**src/rtl/multiplication.sv**
```systemverilog
// -----------------------------------------------------------------------------
// multiplication
//
// Sequential unsigned shift-and-add multiplier. It examines one multiplier bit
// per clock, so every product takes WIDTH RUN cycles, whatever the operand
// values are.
//
// state | meaning
// ------+----------------------------------------------------------------------
// IDLE  | waiting for start; Res holds the last product; done pulses for one
//       | cycle after a completion
// RUN   | one shift-and-add iteration per edge; start and A/B are ignored
//
// Ports
//   clk    in   rising-edge clock
//   rst_n  in   asynchronous active-low reset
//   start  in   begin a multiplication (accepted in IDLE only)
//   A      in   WIDTH-bit unsigned multiplicand, captured at start acceptance
//   B      in   WIDTH-bit unsigned multiplier, captured at start acceptance
//   busy   out  high while a multiplication is in progress
//   done   out  one-cycle pulse, Res was updated on the previous edge
//   Res    out  2*WIDTH-bit registered product of the last completed operation
// -----------------------------------------------------------------------------
module multiplication #(
   parameter int WIDTH = 4
) (
   input  logic                 clk,
   input  logic                 rst_n,
   input  logic                 start,
   input  logic [WIDTH-1:0]     A,
   input  logic [WIDTH-1:0]     B,
   output logic                 busy,
   output logic                 done,
   output logic [2*WIDTH-1:0]   Res
);

   localparam int CW = $clog2(WIDTH + 1);

   typedef enum logic {
      IDLE = 1'b0,
      RUN  = 1'b1
   } state_t;

   state_t               state_q, state_d;
   logic [WIDTH-1:0]     mcand_q, mcand_d;
   // {carry, upper half, lower half}. The lower half starts out holding the
   // multiplier and is consumed one bit per shift while the product grows in
   // from the top, so one register serves as both.
   logic [2*WIDTH:0]     prod_q, prod_d;
   logic [CW-1:0]        cnt_q, cnt_d;
   logic [2*WIDTH-1:0]   res_q, res_d;
   logic                 done_q, done_d;

   logic [WIDTH:0]       sum;
   logic [2*WIDTH:0]     shifted;

   always_comb begin
      // The upper half plus the multiplicand fits in WIDTH+1 bits. After each
      // shift the carry bit lands back in the upper half, so prod_q[2*WIDTH]
      // is always zero when the addition takes place.
      sum     = {1'b0, prod_q[2*WIDTH-1:WIDTH]}
              + (prod_q[0] ? {1'b0, mcand_q} : {(WIDTH+1){1'b0}});
      shifted = {1'b0, sum, prod_q[WIDTH-1:1]};
   end

   always_comb begin
      state_d = state_q;
      mcand_d = mcand_q;
      prod_d  = prod_q;
      cnt_d   = cnt_q;
      res_d   = res_q;
      done_d  = 1'b0;

      case (state_q)
         IDLE: begin
            if (start) begin
               mcand_d = A;
               prod_d  = {{(WIDTH+1){1'b0}}, B};
               cnt_d   = CW'(WIDTH);
               state_d = RUN;
            end
         end
         RUN: begin
            prod_d = shifted;
            cnt_d  = cnt_q - CW'(1);
            if (cnt_q == CW'(1)) begin
               res_d   = shifted[2*WIDTH-1:0];
               done_d  = 1'b1;
               state_d = IDLE;
            end
         end
         default: begin
            state_d = IDLE;
         end
      endcase
   end

   always_ff @(posedge clk or negedge rst_n) begin
      if (!rst_n) begin
         state_q <= IDLE;
         mcand_q <= '0;
         prod_q  <= '0;
         cnt_q   <= '0;
         res_q   <= '0;
         done_q  <= 1'b0;
      end else begin
         state_q <= state_d;
         mcand_q <= mcand_d;
         prod_q  <= prod_d;
         cnt_q   <= cnt_d;
         res_q   <= res_d;
         done_q  <= done_d;
      end
   end

   assign busy = (state_q == RUN);
   assign done = done_q;
   assign Res  = res_q;

endmodule

```
**config.mk**
```make
export PLATFORM = sky130hd
export DESIGN_NAME = multiplication
export DESIGN_NICKNAME = d
export VERILOG_FILES = /design/src/rtl/multiplication.sv
export SDC_FILE = /design/constraint.sdc
export NUM_CORES = 1
export LEC_CHECK = 0
export CORE_MARGIN = 2
export CORE_UTILIZATION = 40
export CTS_CLUSTER_SIZE = 20
export DETAILED_ROUTE_END_ITERATION = 16
export PLACE_DENSITY_LB_ADDON = 0.25
export SLEW_MARGIN = 20
export SYNTH_ARGS = -nofsm -noshare
export SYNTH_HDL_FRONTEND = slang
export SYNTH_SLANG_ARGS = --single-unit
```
**constraint.sdc**
```tcl
create_clock -name clk -period 1.9 [get_ports clk]
set_input_delay 0.38 -clock clk [delete_from_list [all_inputs] [get_ports clk]]
set_output_delay 0.38 -clock clk [all_outputs]
set_load 0.005 [all_outputs]
```
==> impl_metrics.toml <==
[clock_tree]
clkSlewWorstSetupHoldPaths_ns = 0.14
h-tree-depth = 1
cts_tree = "built"
ctsLongestPathBuffers = 2
clkLatencyLatePin_ns = 0.33
numCtsBuffers = 3
cts_root_buf = "clkbuf_4"
cts_hold_buf = 0
clock_sink_count = 25

[detailed_routing]
drtIter0Drc = 14
drc = 0
dr.pass1.iters = 4
drt-total-wl_um = 2090
ant_nets = 0
viasPerCell = 5.11
drt-wirelength-per-cell_um = 14.0
dr_total_vias = 761

[worst_setup_path]
setup.worst_path.class = "reg -> reg"
cp.arrival_ns = 2.05
worst-endpoint-required_ns = 2.13
timing.critical_path.max_delay_family = "adder cells"
critical_path.most_common_cell = "a21o_1"
crit_fanout = 3
worst_setup_path_start_kind = "flop"
cell_at_the_slowest_stage_of_the_critical_path = "dfrtp_1"
worstPathCellList = "and2_1, ha_2, fa_2, a21o_1, a21o_1, mux2_4"
cp_slowest_stage_delay_ns = 0.42
cp_num_buf_inv = 0
worstSetupEndpointType = "flop"

[timing]
finalWorstPathRequiredPeriod_ns = 1.83
setup_total_negative_slack_ns = 0
finalHoldViolations = 0
setup_viol = 0
layout_setup_ws_ns = 0.0730
finalHoldWorstSlack_ns = 0.391
max_clock_freq_mhz = 547
timing.final.crit_share_pct = 96.2
rsz_0062_raised_after_global_routing = "no"
timing.max_slew.rel_slack_pct = 68.4
final_max_slew_viol_count = 0
worstMarginPinSlew_ns = 0.472
worst_clock_skew_ns = 0.00833

[min_path]
hold_path.class = "in -> async"

[layout]
most-common-layout-cells = "dfrtp_1, clkdlybuf4s50_1, mux2_2"
num-fill-cells = 245
antenna_cells_inserted = 0
final_layout_size_suffix_gt1_share_pct = 21.2
finalNetCount = 137
area_growth_syn_to_layout_pct = 25.1
finalNonFillerCells = 149
commonest_non_fill_non_tap_cell_in_the_layout = "dfrtp_1"

[run]
max_cap_viol_count = 0

[synthesis]
synth_area_um2 = 1160
syn-num-nets = 110
dominantRegCellSynth = "dfrtp_1"
syn-instance-count = 92
synth-edff-count = 0
yosys_warnings = 0
synth-seq-area-share_pct = 53.8
yosys_register_bits = 25
synthArstFlopShare_pct = 100
synth_cell_types = 28
syn_avg_cell_area_um2 = 12.6

[die]
top_level_ports = 21
core-area_um2 = 2760
die_area_um2 = 3350
chipWidth_um = 57.9
initial_core_util_pct = 42.2
rows = 19
chip_height_um = 57.9

[power_and_ir_drop]
power_switching_share_pct = 33.6
power.share.clock_pct = 11.8
pwr-share-seq_pct = 43.0
leakage_nw = 0.687
power.switching_uw = 700
power_frac_comb_pct = 45.2
internal_power_mw = 1.39
power_per_cell_area_nw_per_um2 = 1430
worst_voltage_drop_across_the_vdd_grid_uv = 842

[placed_design]
port-buffer-count = 20
gp_congestion = 0.803
dp.final_hpwl_um = 1550
place_worst_setup_slack_ns = -0.0238
place_inst = 143

[grt]
grt_max_degree = 26
grt_overflow_total = 0
antenna_found_initial = 0
grt_pass1_vias = 794
grt_use_total_pct = 14.2
global_route_wire_length_before_repair_um = 3590

[status]
run_status = "finished clean"
cell families (layout without fill, tap and decap cells):
| kind of cell | count (synthesis) | count (layout) | share of synthesized area, % |
|---|---|---|---|
| adders and majority gates | 7 | 7 | 8.18 |
| buffers and inverters | 7 | 33 | 3.01 |
| muxes | 14 | 14 | 13.5 |
| and+or+nand+nor | 20 | 20 | 10.3 |
| DFF | 25 | 25 | 53.8 |
| xor gates and xnor gates | 2 | 2 | 1.51 |
| AOI/OAI and AO/OA | 17 | 17 | 9.69 |
metrics by stage:
stage	total power [mW]	instance area, µm²	utilization, %
global route	2.27	1450	52.7
detailed placement	1.84	1400	50.9
global placement	1.80	1400	50.9
floorplan	1.49	1160	-
finish	2.09	1450	52.7
CTS	2.11	1440	52.4
worst paths after layout:
kind / start / to / slack, ns / cells after the start
worst min-delay path: rst_n / cnt_q[1] / 0.39 / 2
worst max-delay path: prod_q[0] / Res[7] / 0.07 / 6
max in group asynchronous: rst_n / prod_q[5] / 1.27 / 2
worst max register to register: prod_q[0] / Res[7] / 0.07 / 6
min in group clk: Res[5] / Res[5] / 0.49 / 2
worst min register to register: Res[5] / Res[5] / 0.49 / 2
power groups by stage:
stage | clock network (mW) | logic, mW | registers, mW
finish | 0.245 | 0.943 | 0.897
global route | 0.286 | 1.06 | 0.926
CTS | 0.259 | 0.952 | 0.900
detailed placement | 0 | 0.931 | 0.911
global placement | 0 | 0.900 | 0.902
floorplan | 0 | 0.595 | 0.891
worst register-to-register path, stage by stage (launching register included):
cell     delay, ns
dfrtp_1       0.42
and2_1        0.15
ha_2          0.19
fa_2          0.36
a21o_1        0.17
a21o_1        0.19
mux2_4        0.25
cell type report:
| class | count | area (µm²) | share of cell area (%) |
|---|---|---|---|
| clock buffer | 3 | 22.5 | 1.55 |
| multi-input combinational | 60 | 507 | 34.9 |
| sequential | 25 | 626 | 43.0 |
| timing repair buffer | 25 | 238 | 16.4 |
| tap | 31 | 38.8 | 2.67 |
| clock inverter | 1 | 7.51 | 0.516 |
| inverter | 4 | 15.0 | 1.03 |
timing repair:
action                                  4_1_cts  5_1_grt
endpoints found under the setup margin        1        1
resized for setup                             1        1
buffers inserted                              1        1
pin swaps                                     0        2
layer usage:
layer,GRT usage [%],wire (µm)
met1,18.5,960
met2,22.7,991
met3,4.69,110
met5,0,0
met4,3.99,29
cells in the mapped netlist (2+ instances only):
library cell | number | share of area [%]
a21o_1 | 2 | 1.3
a21oi_1 | 2 | 0.86
a22o_1 | 2 | 1.5
and2_1 | 4 | 2.2
buf_4 | 2 | 1.3
dfrtp_1 | 25 | 54
ha_1 | 6 | 6.5
inv_1 | 3 | 0.97
mux2_2 | 9 | 8.7
mux2i_1 | 4 | 3.4
nand2_1 | 8 | 2.6
nor2_1 | 2 | 0.65
o21ai_0 | 7 | 3.0
xnor2_1 | 2 | 1.5
registers in the layout (all words and copies together), names as in the netlist:
name	count
Res	8
prod_q	8
mcand_q	4
cnt_q	3
busy	1
done	1
(Power assumes the default switching activity.)
